<file path="src/rtl/mult_div_unit_pkg.sv">
// Shared definitions for the multi-cycle multiply/divide unit.
//   WIDTH          operand width (results are 2*WIDTH as a hi/lo pair)
//   op_t           operation encodings issued by the control unit
//   state_t        sequencer states
//   DIV0_QUOTIENT  quotient returned when the divisor is zero
//   is_div_op / is_signed_op  decode helpers for op_t
package mult_div_unit_pkg;

    localparam int WIDTH = 16;

    typedef enum logic [1:0] {
        OP_MUL  = 2'b00,
        OP_MULU = 2'b01,
        OP_DIV  = 2'b10,
        OP_DIVU = 2'b11
    } op_t;

    typedef enum logic [1:0] {
        IDLE = 2'b00,
        RUN  = 2'b01,
        FIX  = 2'b10,
        DONE = 2'b11
    } state_t;

    localparam logic [WIDTH-1:0] DIV0_QUOTIENT = 16'hFFFF;

    function automatic logic is_div_op(input op_t op);
        return (op == OP_DIV) || (op == OP_DIVU);
    endfunction

    function automatic logic is_signed_op(input op_t op);
        return (op == OP_MUL) || (op == OP_DIV);
    endfunction

endpackage

</file>
<file path="src/rtl/mult_div_unit_if.sv">
// Issue/result interface between the control unit and mult_div_unit.
//   start, op, op_a, op_b                : issue side (driven by master)
//   busy, done, result_lo, result_hi,
//   div_by_zero                          : status/result side (driven by slave)
interface mult_div_unit_if #(
    parameter int WIDTH = mult_div_unit_pkg::WIDTH
);
    logic             start;
    logic [1:0]       op;
    logic [WIDTH-1:0] op_a;
    logic [WIDTH-1:0] op_b;
    logic             busy;
    logic             done;
    logic [WIDTH-1:0] result_lo;
    logic [WIDTH-1:0] result_hi;
    logic             div_by_zero;

    modport master (
        output start, op, op_a, op_b,
        input  busy, done, result_lo, result_hi, div_by_zero
    );

    modport slave (
        input  start, op, op_a, op_b,
        output busy, done, result_lo, result_hi, div_by_zero
    );
endinterface

</file>
<file path="src/rtl/mult_div_unit.sv">
// Multi-cycle signed/unsigned multiply/divide unit (one bit per cycle).
//   clk  : clock, rising edge
//   rst  : asynchronous active-low reset
//   bus  : mult_div_unit_if.slave
//          start/op/op_a/op_b in; busy/done/result_lo/result_hi/div_by_zero out
// Operands are converted to magnitudes on issue, iterated for WIDTH cycles
// (shift-add multiply or restoring divide), then sign-corrected in FIX.
// Every output is a register.
module mult_div_unit #(
    parameter int WIDTH = mult_div_unit_pkg::WIDTH
) (
    input  logic           clk,
    input  logic           rst,
    mult_div_unit_if.slave bus
);
    import mult_div_unit_pkg::*;

    localparam int CW = $clog2(WIDTH);

    state_t             state_reg;
    op_t                op_reg;
    logic [CW-1:0]      count_reg;
    logic               sa_reg;
    logic               sb_reg;
    // Multiply: multiplicand magnitude. Divide: dividend shifts out of the
    // top while quotient bits shift in at the bottom, so it ends as quotient.
    logic [WIDTH-1:0]   a_reg;
    // Multiply: multiplier, consumed LSB-first. Divide: divisor magnitude.
    logic [WIDTH-1:0]   b_reg;
    logic [2*WIDTH-1:0] acc_reg;
    logic [WIDTH-1:0]   rem_reg;

    logic               busy_reg;
    logic               done_reg;
    logic [WIDTH-1:0]   result_lo_reg;
    logic [WIDTH-1:0]   result_hi_reg;
    logic               div_by_zero_reg;

    // Issue-side decode
    op_t                in_op;
    logic               in_signed;
    logic               in_sa;
    logic               in_sb;
    logic [WIDTH-1:0]   in_mag_a;
    logic [WIDTH-1:0]   in_mag_b;
    logic               in_div_zero;

    // Iteration datapath
    logic [2*WIDTH-1:0] mul_addend;
    logic [2*WIDTH-1:0] acc_next;
    logic [WIDTH:0]     rem_shift;
    logic [WIDTH-1:0]   rem_diff;
    logic               q_bit;

    // Sign correction
    logic [2*WIDTH-1:0] prod_fix;
    logic [WIDTH-1:0]   quo_fix;
    logic [WIDTH-1:0]   rem_fix;

    always_comb begin
        in_op     = op_t'(bus.op);
        in_signed = is_signed_op(in_op);
        in_sa     = in_signed & bus.op_a[WIDTH-1];
        in_sb     = in_signed & bus.op_b[WIDTH-1];
        // Negating the most-negative value wraps back to itself, which is
        // exactly its unsigned magnitude.
        in_mag_a  = in_sa ? -bus.op_a : bus.op_a;
        in_mag_b  = in_sb ? -bus.op_b : bus.op_b;
        in_div_zero = is_div_op(in_op) && (bus.op_b == '0);
    end

    always_comb begin
        mul_addend = {{WIDTH{1'b0}}, a_reg} << count_reg;
        acc_next   = b_reg[0] ? (acc_reg + mul_addend) : acc_reg;

        // 17-bit trial value: previous remainder shifted left with the next
        // dividend bit. When the subtract succeeds the true difference is
        // below the divisor, so its low WIDTH bits are the whole answer.
        rem_shift  = {rem_reg, a_reg[WIDTH-1]};
        q_bit      = (rem_shift >= {1'b0, b_reg});
        rem_diff   = rem_shift[WIDTH-1:0] - b_reg;
    end

    // sa/sb are only ever set for signed ops, so unsigned results pass through.
    always_comb begin
        prod_fix = (sa_reg ^ sb_reg) ? -acc_reg : acc_reg;
        quo_fix  = (sa_reg ^ sb_reg) ? -a_reg : a_reg;
        rem_fix  = sa_reg ? -rem_reg : rem_reg;
    end

    always_ff @(posedge clk or negedge rst) begin
        if (!rst) begin
            state_reg       <= IDLE;
            op_reg          <= OP_MUL;
            count_reg       <= '0;
            sa_reg          <= 1'b0;
            sb_reg          <= 1'b0;
            a_reg           <= '0;
            b_reg           <= '0;
            acc_reg         <= '0;
            rem_reg         <= '0;
            busy_reg        <= 1'b0;
            done_reg        <= 1'b0;
            result_lo_reg   <= '0;
            result_hi_reg   <= '0;
            div_by_zero_reg <= 1'b0;
        end else begin
            case (state_reg)
                IDLE: begin
                    done_reg <= 1'b0;
                    busy_reg <= 1'b0;
                    if (bus.start) begin
                        busy_reg <= 1'b1;
                        if (in_div_zero) begin
                            // Skip iteration entirely; results are known now.
                            result_lo_reg   <= DIV0_QUOTIENT;
                            result_hi_reg   <= bus.op_a;
                            div_by_zero_reg <= 1'b1;
                            done_reg        <= 1'b1;
                            state_reg       <= DONE;
                        end else begin
                            op_reg    <= in_op;
                            sa_reg    <= in_sa;
                            sb_reg    <= in_sb;
                            a_reg     <= in_mag_a;
                            b_reg     <= in_mag_b;
                            acc_reg   <= '0;
                            rem_reg   <= '0;
                            count_reg <= '0;
                            state_reg <= RUN;
                        end
                    end
                end

                RUN: begin
                    if (is_div_op(op_reg)) begin
                        rem_reg <= q_bit ? rem_diff : rem_shift[WIDTH-1:0];
                        a_reg   <= {a_reg[WIDTH-2:0], q_bit};
                    end else begin
                        acc_reg <= acc_next;
                        b_reg   <= b_reg >> 1;
                    end
                    count_reg <= count_reg + 1'b1;
                    if (count_reg == CW'(WIDTH - 1)) begin
                        state_reg <= FIX;
                    end
                end

                FIX: begin
                    if (is_div_op(op_reg)) begin
                        result_lo_reg <= quo_fix;
                        result_hi_reg <= rem_fix;
                    end else begin
                        result_lo_reg <= prod_fix[WIDTH-1:0];
                        result_hi_reg <= prod_fix[2*WIDTH-1:WIDTH];
                    end
                    div_by_zero_reg <= 1'b0;
                    done_reg        <= 1'b1;
                    state_reg       <= DONE;
                end

                DONE: begin
                    // start is deliberately not looked at here.
                    done_reg  <= 1'b0;
                    busy_reg  <= 1'b0;
                    state_reg <= IDLE;
                end

                default: begin
                    done_reg  <= 1'b0;
                    busy_reg  <= 1'b0;
                    state_reg <= IDLE;
                end
            endcase
        end
    end

    assign bus.busy        = busy_reg;
    assign bus.done        = done_reg;
    assign bus.result_lo   = result_lo_reg;
    assign bus.result_hi   = result_hi_reg;
    assign bus.div_by_zero = div_by_zero_reg;

endmodule

</file>
<file path="src/flat_wrapper.sv">
// flat-port wrapper written by rule: the top's interface ports become plain ports
module mult_div_unit_flat import mult_div_unit_pkg::*;
#(
    parameter int WIDTH = mult_div_unit_pkg::WIDTH
)
  (clk, rst, bus_start, bus_op, bus_op_a, bus_op_b, bus_busy, bus_done, bus_result_lo, bus_result_hi, bus_div_by_zero);
  mult_div_unit_if #(.WIDTH(WIDTH)) bus_i ();
  input  logic clk;
  input  logic rst;
  input wire logic [$bits(bus_i.start)-1:0] bus_start;
  input wire logic [$bits(bus_i.op)-1:0] bus_op;
  input wire logic [$bits(bus_i.op_a)-1:0] bus_op_a;
  input wire logic [$bits(bus_i.op_b)-1:0] bus_op_b;
  output wire logic [$bits(bus_i.busy)-1:0] bus_busy;
  output wire logic [$bits(bus_i.done)-1:0] bus_done;
  output wire logic [$bits(bus_i.result_lo)-1:0] bus_result_lo;
  output wire logic [$bits(bus_i.result_hi)-1:0] bus_result_hi;
  output wire logic [$bits(bus_i.div_by_zero)-1:0] bus_div_by_zero;
  assign bus_i.start = bus_start;
  assign bus_i.op = bus_op;
  assign bus_i.op_a = bus_op_a;
  assign bus_i.op_b = bus_op_b;
  assign bus_busy = bus_i.busy;
  assign bus_done = bus_i.done;
  assign bus_result_lo = bus_i.result_lo;
  assign bus_result_hi = bus_i.result_hi;
  assign bus_div_by_zero = bus_i.div_by_zero;
  mult_div_unit #(.WIDTH(WIDTH)) u_core (.clk(clk), .rst(rst), .bus(bus_i));
endmodule
</file>
<file path="config.mk">
export PLATFORM = sky130hd
export DESIGN_NAME = mult_div_unit_flat
export DESIGN_NICKNAME = d
export VERILOG_FILES = /design/src/rtl/mult_div_unit_pkg.sv /design/src/rtl/mult_div_unit_if.sv /design/src/rtl/mult_div_unit.sv /design/src/flat_wrapper.sv
export SDC_FILE = /design/constraint.sdc
export NUM_CORES = 1
export LEC_CHECK = 0
export CORE_MARGIN = 2
export CORE_UTILIZATION = 42
export DETAILED_ROUTE_END_ITERATION = 10
export SYNTH_ARGS = -nofsm -noshare
export SYNTH_HDL_FRONTEND = slang
export SYNTH_SLANG_ARGS = --single-unit
</file>
<file path="constraint.sdc">
create_clock -name clk -period 4.65 [get_ports clk]
set_input_delay 0.93 -clock clk [delete_from_list [all_inputs] [get_ports clk]]
set_output_delay 0.93 -clock clk [all_outputs]
set_load 0.02 [all_outputs]
</file>
# == Yosys cells after proc, flatten, opt, wreduce, memory -nomap -nowiden ==
# Index checks and enable logic that the tools add are counted.
# op_classes
n_reduce_logical,18
order_cmp,1
bitwise_logic,4
mux,46
addsub,8
eq_ne,15
n_shift,1
# op_table
cell,count
$mux W16,20
$mux W32,5
$pmux W16 S2,5
$neg A16 Y16,4
$pmux W32 S2,1
$add A32 B32 Y32,1
$neg A32 Y32,1
$shl A16 B4 Y32,1
$ge A17 B16 Y1,1
$logic_not A16 Y1,1
$sub A16 B16 Y16,1
$eq A2 B2 Y1 const B,6
$reduce_and A3 Y1,3
$mux W4,2
$ne A2 B1 Y1 const B,4
$pmux W2 S4,1
$pmux W4 S2,1
$reduce_and A4 Y1,2
$mux W2,3
$ne A2 B2 Y1 const B,3
$reduce_bool A2 Y1,3
$mux W1,5
$reduce_and A5 Y1,1
$add A4 B1 Y4 const B,1
other kinds (12),17
# word_totals
output_inout_bits,35
in_bits,37
elab_cells,107
register_bits,125

# == Depth between registers and ports, before layout ==
# depth
word_depth,7
ltp_mapped,19
depth_no_buf,17

# == Worst setup path before layout ==
# Ideal clock, no wire load.
# synth_path
path_kind,register to register
startpoint,register u_core.count_reg[0]
endpoint,register u_core.acc_reg[23]
t_required_ns,4.517
setup_time_ns,0.133
arrival_time_ns,3.858
n_path_buf,2
setup_slack_ns,0.658
synth_period_minus_slack_ns,3.992
path_stages_with_launch,19
path_cell_list,dfrtp_1 -> clkbuf_1 -> buf_1 -> mux2i_1 -> nand2_1 -> o21ai_0 -> nor2_1 -> a21oi_1 -> nor2_1 -> ha_1 -> and3_1 -> and4_1 -> a2111oi_0 -> nor4_1 -> o41ai_1 -> nand3b_1 -> a41oi_1 -> xor2_1 -> o21ai_0
# synth_between
elab_chain_cells,5
# synth_lines
item,line_no,rtl
start: declaration,mult_div_unit.sv:22,logic [CW-1:0] count_reg;
start signal: assignment,mult_div_unit.sv:143,count_reg <= count_reg + 1'b1;
$shl A16 B4 Y32,mult_div_unit.sv:73,"mul_addend = {{WIDTH{1'b0}}, a_reg} << count_reg;"
$add A32 B32 Y32,mult_div_unit.sv:74,acc_next = b_reg[0] ? (acc_reg + mul_addend) : acc_reg;
$mux W32,mult_div_unit.sv:74,
$mux W32,mult_div_unit.sv:136,if (is_div_op(op_reg)) begin
$pmux W32 S2,mult_div_unit.sv:108,case (state_reg)
end signal: assignment,mult_div_unit.sv:140,acc_reg <= acc_next;
end: declaration,mult_div_unit.sv:30,logic [2*WIDTH-1:0] acc_reg;
# No other way between the ends. The select of a mux whose other input is x is not followed.
# A chain may end at the register's enable or synchronous reset.

# == Worst setup path in the final report ==
# Same ends and word-level chain as after synthesis.

==> impl_metrics.toml <==
[outcome]
outcome = "completed"

[drt]
wl_per_cell_um = 18.04
dr_total_vias = 10090
drt_iter0_markers = 721
firstDrtPassIters = 5
drt.antenna.violating_nets = 0
drc = 0
routed_wl_um = 31570
vias_per_cell = 5.763

[worst_hold_path]
hp-class = "flop to flop"

[placed_design]
gp_congestion = 0.9020
port_buffers = 71
dp_hpwl_um = 23760
placed_cells_incl_taps = 1718
place_area_mm2 = 0.01165

[clock_tree]
clockBufferDepth = 2
cts_inserted_buffers = 17
root_buffer = "clkbuf_16"
cts_tree = "yes"
clk_pin_slew_ns = 0.06
clock_latency_ns = 0.43
ctsHoldBuffers = 0
cts.sink_count = 124
cts-htree-levels = 4

[die]
rows = 58
initial_core_util_pct = 42.54
io_pins = 72
die-area_mm2 = 0.02672
die_y_um = 163.5
die-width_um = 163.5
core_area_mm2 = 0.02511

[power]
max-vdd-ir-drop_mv = 0.3693
power.total_w = 0.01021
leakage_nw = 5.342
seqPwrFrac_pct = 20.4
power.switching_w = 0.005158
pwr_density_cell_mw_per_mm2 = 829.0
comb_power_share_pct = 64.7
internal_power_w = 0.005048
clkPwrFrac_pct = 14.9
swShare_pct = 50.54

[yosys]
synth_edf_count = 0
syn_avg_cell_area_um2 = 7.728
ys_types = 71
synthTopCellsByArea = "dfrtp_1 (29%), o21ai_0 (6.9%), ha_1 (6.8%)"
seq_area_frac_synth_pct = 29.05
netlist.area_leader.share_pct = 29.05
netlist_instances = 1382
yosys-top-cells-count = "nand2_1 (180), o21ai_0 (147), a21oi_1 (133), dfrtp_1 (124), nor2_1 (112)"
synth_nets = 1479
ys.flop_type = "dfrtp_1"
synth_top_area_cell = "dfrtp_1"
yosysWarnings = 0
synth_seq_cells = 124
async_flop_share_pct = 100.0
yosys.cell_count.top_type = "nand2_1"
netlist_area_mm2 = 0.01068

[timing]
rsz0062_at_grt = "no"
min_period_over_period_pct = 91.74
finalMaxSlewViolations = 0
setup_tns_ns = 0
worst_slew_pin_slew_ns = 1.120
hold_slack_ns = 0.4809
skew_ns = 0.01076
slew_headroom_pct = 25.29
fin_crit_ns = 4.266
fmax_ghz = 0.2344
setup_viol = 0
finalHoldViolCount = 0

[grt]
grt_max_degree = 64
grt_use_total_pct = 24.10
grt_pass1_wl_um = 50920
gr-total-overflow = 0
grt_pass1_vias = 9537
antenna_found_initial = 1

[setup_path]
critPathKind = "flop to flop"
worstSetupStartpointType = "flop"
worstPathMaxFanout = 13
critical_path_arrival_ns = 4.54
cp-end-kind = "flop"
required_ns = 4.93

[cells_and_area]
drive_above_1_share_pct = 5.634
syn_to_final_growth_pct = 15.27
largest_reg_flops = 32
num-nets-final = 1504
antennaDiodeCount = 0
post-route-cell-area_mm2 = 0.01231
final_cells = 1750

[flow_run]
cap_viol_max_count = 0
==> area by class of cell <==
| type | instances | area (µm²) |
|---|---|---|
| Sequential cell | 124 | 3104 |
| Inverter | 57 | 214.0 |
| Clock inverter | 13 | 203.9 |
| Fill cell | 2557 | 12800 |
| Clock buffer | 19 | 452.9 |
| Timing Repair Buffer | 91 | 870.8 |
| Multi-Input combinational cell | 1116 | 7052 |
| Tap cell | 330 | 412.9 |
==> kinds of logic (layout without fill, tap and decap cells) <==
logic type	Yosys count	count (layout)	share of synthesized area [%]
buffers and inverters	142	180	5.143
adder cells (fa/ha/maj)	60	60	7.170
AO/OA/AOI/OAI	448	448	25.53
multiplexers	44	44	4.428
flip-flops	124	124	29.05
XOR/XNOR	110	110	9.021
AND/OR/NAND/NOR	454	454	19.66
==> placed cells by master, fill, tap and decap left out, types with 7 or more instances in the layout <==
cell             instances
dfrtp_1                123
nand2b_1                15
nor2_1                 112
xor2_1                  45
buf_4                   20
and2_1                   9
or3_1                   14
mux2i_1                 36
o31ai_1                 27
clkdlybuf4s50_1         70
o21a_1                   7
nand4_1                  7
a21oi_1                132
nand2_1                180
clkbuf_16               17
and3_1                   7
xnor2_1                 64
o41ai_1                  9
nor3_1                  34
a31oi_1                 24
o22a_1                   9
nand3_1                 18
o21ai_0                147
nor4_1                  13
nor2b_1                 17
o211ai_1                12
ha_1                    57
a211oi_1                 7
a21o_1                  27
inv_1                   57
==> metrics by stage <==
| stage | utilization [%] | worst slack, ns |
|---|---|---|
| after floorplan | - | 0.6583 |
| after global placement | 46.41 | 0.3776 |
| after detailed placement | 46.41 | 0.2794 |
| after CTS | 49.02 | 0.2642 |
| after global routing | 49.03 | 0.02731 |
| final | 49.03 | 0.3839 |
==> path summary, 6_finish.rpt <==
check                                   startpoint                      end  slack (ns)  depth (start not counted)
min                        u_core.bus.result_hi[5]  u_core.bus.result_hi[5]        0.48                          2
min reg2reg                u_core.bus.result_hi[5]  u_core.bus.result_hi[5]        0.48                          2
max reg2reg                    u_core.count_reg[0]       u_core.acc_reg[23]        0.38                         15
min in group asynchronous                      rst          u_core.bus.done        0.63                          1
max in group asynchronous                      rst      u_core.count_reg[0]        3.14                          2
max                            u_core.count_reg[0]       u_core.acc_reg[23]        0.38                         15
==> critical path: stages (launching register included) <==
cell and delay (ns):
dfrtp_2 0.52, mux2_2 0.38, o21ai_0 0.33, nor2_1 0.07, a21oi_1 0.17, nor2_1 0.07, ha_1 0.36, and3_1 0.22
and4_1 0.22, a2111oi_0 0.53, nor4_1 0.16, o41ai_1 0.45, nand3b_1 0.13, a41oi_1 0.25, xor2_1 0.16, o21ai_0 0.09
==> power by group through the flow <==
stage	clock network, W	logic (W)	registers, W
2_1_floorplan	0	0.00488	0.00196
3_3_place_gp	0	0.00649	0.00207
3_5_place_dp	0	0.00654	0.00209
4_1_cts	0.00153	0.00657	0.00207
5_1_grt	0.00158	0.00735	0.00215
6_report	0.00152	0.00660	0.00208
==> routing by layer <==
layer | routed length [µm] | global-route usage, %
met3 | 1990 | 3.530
met5 | 0 | 0
met2 | 13580 | 36.11
met1 | 15570 | 36.35
met4 | 423 | 5.662
==> timing repair <==
item | in CTS | in global routing
setup buffers | 0 | 0
setup endpoints to repair | 0 | 2
hold endpoints to repair | 0 | 0
resized for setup | 0 | 1
(Power assumes the default switching activity.)
